--- config.mk ---
export PLATFORM = sky130hd
export DESIGN_NAME = db_mem_lane
export DESIGN_NICKNAME = d
export VERILOG_FILES = /design/src/rtl/db_pkg.sv /design/src/rtl/db_mem_lane.sv
export SDC_FILE = /design/constraint.sdc
export NUM_CORES = 1
export LEC_CHECK = 0
export CAP_MARGIN = 20
export CORE_MARGIN = 2
export CORE_UTILIZATION = 32
export DETAILED_ROUTE_END_ITERATION = 12
export PLACE_DENSITY_LB_ADDON = 0.1
export SYNTH_ARGS = -nofsm -noshare
export SYNTH_HDL_FRONTEND = slang
export SYNTH_SLANG_ARGS = --single-unit
export TNS_END_PERCENT = 5
--- constraint.sdc ---
create_clock -name vclk -period 2.9
set_clock_uncertainty 0.2 [all_clocks]
set_input_delay 0.58 -clock vclk [all_inputs]
set_output_delay 0.58 -clock vclk [all_outputs]
set_load 0.01 [all_outputs]
--- src/rtl/db_pkg.sv ---
// rtl/db_pkg.sv - shared types and command priority for the debug target model
package db_pkg;

  typedef enum logic [1:0] {
    SIZE_BYTE = 2'd0,
    SIZE_HALF = 2'd1,
    SIZE_WORD = 2'd2
  } mem_size_t;

  typedef enum logic {
    IDLE = 1'b0,
    BUSY = 1'b1
  } tgt_state_t;

  // Enum order is the execution priority: lower value wins when several strobes coincide.
  typedef enum logic [3:0] {
    CMD_NONE   = 4'd0,
    CMD_RESET  = 4'd1,
    CMD_MEM_WR = 4'd2,
    CMD_REG_WR = 4'd3,
    CMD_MEM_RD = 4'd4,
    CMD_REG_RD = 4'd5,
    CMD_PAUSE  = 4'd6,
    CMD_RESUME = 4'd7,
    CMD_STEP   = 4'd8
  } cmd_t;

  // req bit 7 is reset (highest) down to bit 0 step (lowest).
  function automatic cmd_t pick_cmd(input logic [7:0] req);
    cmd_t c;
    if (req[7])      c = CMD_RESET;
    else if (req[6]) c = CMD_MEM_WR;
    else if (req[5]) c = CMD_REG_WR;
    else if (req[4]) c = CMD_MEM_RD;
    else if (req[3]) c = CMD_REG_RD;
    else if (req[2]) c = CMD_PAUSE;
    else if (req[1]) c = CMD_RESUME;
    else if (req[0]) c = CMD_STEP;
    else             c = CMD_NONE;
    return c;
  endfunction

endpackage

--- src/rtl/db_mem_lane.sv ---
// rtl/db_mem_lane.sv - byte-lane write merge, read extract and size/alignment check
module db_mem_lane
  import db_pkg::*;
(
  input  logic [1:0]  size,
  input  logic [1:0]  lane,
  input  logic [31:0] old_word,
  input  logic [31:0] wdata,
  output logic [31:0] merged,
  output logic [31:0] rdata,
  output logic        size_err
);

  always_comb begin
    merged   = old_word;
    rdata    = '0;
    size_err = 1'b0;
    case (mem_size_t'(size))
      SIZE_BYTE: begin
        merged[{lane, 3'b000} +: 8] = wdata[7:0];
        rdata[7:0]                  = old_word[{lane, 3'b000} +: 8];
      end
      SIZE_HALF: begin
        size_err                         = lane[0];
        merged[{lane[1], 4'b0000} +: 16] = wdata[15:0];
        rdata[15:0]                      = old_word[{lane[1], 4'b0000} +: 16];
      end
      SIZE_WORD: begin
        size_err = |lane;
        merged   = wdata;
        rdata    = old_word;
      end
      default: size_err = 1'b1;
    endcase
  end

endmodule

==> flow_metrics.py <==
metrics = {
    "status": {
        "outcome": "finished, violations left",
        "failed_checks": "setup timing",
    },
    "finish": {
        "seq_area_sq_um": 0,
        "final_net_count": 494,
        "area_delta_synth_final_pct": 124.6,
        "fin_area_sq_mm": 0.003766,
        "final_cells": 485,
        "fill_cells": 405,
        "num_antenna_cells": 0,
        "seq_cell_count": 0,
        "drive_above_1_share_pct": 36.87,
        "clkbuf_count": 0,
    },
    "setup_path": {
        "cpPeakStageDelay_ns": 0.26,
        "cp_data_required_time_ns": 2.12,
        "crit_path_cell_trace": "buf_8, inv_6, ha_1, buf_6, nand3b_1, buf_4, buf_4, nor3_1, a221o_1, dlygate4sd2_1",
        "crit_type": "in2out",
        "slowest_stage": "dlygate4sd2_1",
        "cpMostUsedCell": "buf_4",
        "crit_family": "buffers and inverters",
        "cp-end-kind": "primary output",
        "critPathArrivalTime_ns": 2.15,
        "critPathBufInv": 6,
        "crit_path_start_kind": "input port",
        "path_max_fanout": 5,
    },
    "power_and_ir_drop": {
        "powerDensity_mw_per_mm2": 175.0,
        "vdd_drop_max_mv": 0.08424,
        "p_comb_share_pct": 100.0,
        "power_frac_clock_pct": 0,
        "power.share.switching_pct": 45.10,
        "power.net_switching_mw": 0.2973,
        "p_int_mw": 0.3619,
        "seq_power_share_pct": 0,
        "p_leak_nw": 1.633,
    },
    "timing": {
        "setup_slack_ns": -0.03175,
        "max_slew.worst_pin.slew_ns": 0.3776,
        "max-slew-margin-rel_pct": 74.77,
        "finalHoldViolations": 0,
        "period_needed_ns": 2.932,
        "final_max_slew_viol_count": 0,
        "fin_crit_sh_pct": 101.1,
        "fmax_ghz": 0.3411,
        "rsz0062_at_grt": "true",
        "setup_viol": 2,
    },
    "placement": {
        "place_ws_ns": -0.7770,
        "port_buffers": 133,
        "place_area_sq_mm": 0.003501,
        "routabilityCongestion": 0.8996,
        "place_hpwl_mm": 6.887,
        "dp_cells": 471,
    },
    "hold_path": {
        "holdPathEnd": "size_err",
        "worst_hold_path.num_cells": 5,
        "min_path_type": "in2out",
        "hp-start": "lane[0]",
    },
    "synthesis": {
        "synthAdderAreaFrac_pct": 6.716,
        "yosys.area.top_type": "a221o_1",
        "synthXorXnorAreaFrac_pct": 0,
        "ys_top_cells_by_count": "a221o_1, a22oi_1, and2_1, mux2_2, nor2b_1",
        "ys_warn_count": 0,
        "syn_avg_cell_area_sq_um": 7.485,
        "synth_most_common_cell": "a221o_1",
        "ys_seq_area_share_pct": 0,
        "yosys.area_share.simple_pct": 24.25,
        "muxShareOfSynthArea_pct": 10.75,
        "postSynthCellCount": 224,
        "syn_area_sq_mm": 0.001677,
        "yosys.cell_types.count": 38,
        "synth_compound_area_share_pct": 50.07,
        "synth.area.top_cells": "a221o_1, mux2_2, a22oi_1",
        "syn_nets": 301,
        "synth_top_family_by_area": "compound AO/OA/AOI/OAI gates",
        "synth_top_cell_area_share_pct": 10.75,
    },
    "grt": {
        "grt_start_max_net_pins": 23,
        "grt_use_total_pct": 29.71,
        "grt_pass1_vias": 2741,
        "grt_pass1_wl_mm": 14.25,
        "grt.overflow.total": 0,
        "antenna_found_initial": 0,
    },
    "die": {
        "pin_count": 133,
        "rows": 26,
        "coreArea_sq_mm": 0.005075,
        "die_w_microns": 76.39,
        "die_h_microns": 76.39,
        "die-area_sq_mm": 0.005835,
        "start_util_pct": 33.04,
    },
    "detailed_routing": {
        "wl_per_cell_microns": 19.62,
        "drc": 0,
        "drt-total-wl_mm": 9.515,
        "drtIter0Drc": 236,
        "via_per_inst": 5.839,
        "routed-via-count": 2832,
        "first_pass_iters": 5,
        "antenna_left": 0,
    },
    "flow_run": {
        "max-cap-violations": 0,
    },
}
==> how the worst max path moves through the flow <==
| stage | startpoint | to | slack [ns] | cells past startpoint |
|---|---|---|---|---|
| 3_5_place_dp | size[0] | merged[8] | -0.78 | 7 |
| 4_1_cts | size[1] | merged[6] | -0.13 | 8 |
| 2_1_floorplan | lane[1] | merged[18] | -0.02 | 7 |
| 3_3_place_gp | lane[0] | merged[19] | -0.77 | 8 |
| 5_1_grt | lane[0] | merged[9] | -0.07 | 10 |
| 6_report | lane[0] | merged[9] | -0.03 | 10 |
==> through the flow <==
stage / hold slack (ns) / total power [mW] / setup TNS [ns] / utilization (%)
after detailed placement: 2.008 / 0.6278 / -35.01 / 68.98
after global placement: 2.001 / 0.6262 / -34.22 / 68.98
final: 1.523 / 0.6592 / -0.03323 / 74.21
after floorplan: 1.065 / 0.2538 / -0.06095 / -
after global routing: 1.559 / 0.6948 / -0.4739 / 74.21
after CTS: 1.675 / 0.6385 / -1.505 / 73.45
==> layout make-up <==
| cell class | instances | area (sq um) | area share, % |
|---|---|---|---|
| multi-input combinational | 192 | 1730 | 45.95 |
| inverter | 14 | 62.56 | 1.661 |
| timing repair buffer | 209 | 1886 | 50.07 |
| tap | 70 | 87.58 | 2.326 |
==> cell usage in the layout (no fill, tap or decap), types with 4 or more instances in the layout <==
| master | n |
|---|---|
| dlygate4sd2_1 | 14 |
| buf_2 | 13 |
| o2bb2ai_1 | 9 |
| clkdlybuf4s15_2 | 5 |
| a32o_1 | 10 |
| nor2b_1 | 15 |
| ha_4 | 6 |
| buf_4 | 63 |
| buf_6 | 10 |
| inv_1 | 9 |
| a22oi_1 | 16 |
| dlymetal6s2s_1 | 6 |
| nand2b_1 | 4 |
| a32oi_1 | 5 |
| and2_1 | 15 |
| a21oi_1 | 9 |
| clkdlybuf4s50_1 | 83 |
| a22o_1 | 5 |
| o21ai_0 | 9 |
| nor2_1 | 11 |
| clkbuf_2 | 8 |
| mux2_2 | 16 |
| a31oi_1 | 5 |
| a221o_1 | 18 |
==> kinds of logic after synthesis <==
group / Yosys count
adders and majority gates: 9
muxes: 16
buffers and inverters: 32
and+or+nand+nor: 64
AOI/OAI and AO/OA: 103
==> routing by layer <==
metal / track usage, % / part of all wire, % / vias to the layer above
met1: 38.27 / 39 / 1327
li1: - / - / 1293
met3: 4.028 / 9.2 / 17
met4: 3.455 / 1.5 / 0
met2: 53.98 / 50 / 195
met5: 0 / 0 / -
==> what timing repair did <==
item	in CTS	in global routing
endpoints found under the hold margin	0	0
setup buffers	13	1
gates resized for setup	128	55
setup endpoints to repair	65	48
pin swaps	13	7
hold buffers	0	0
==> power groups by stage <==
stage	Clock [mW]	Combinational, mW	Sequential [mW]
after floorplan	0	0.254	0
after global placement	0	0.626	0
after detailed placement	0	0.628	0
after CTS	0	0.639	0
after global routing	0	0.695	0
final	0	0.659	0
Power figures use the tool's default switching activity.
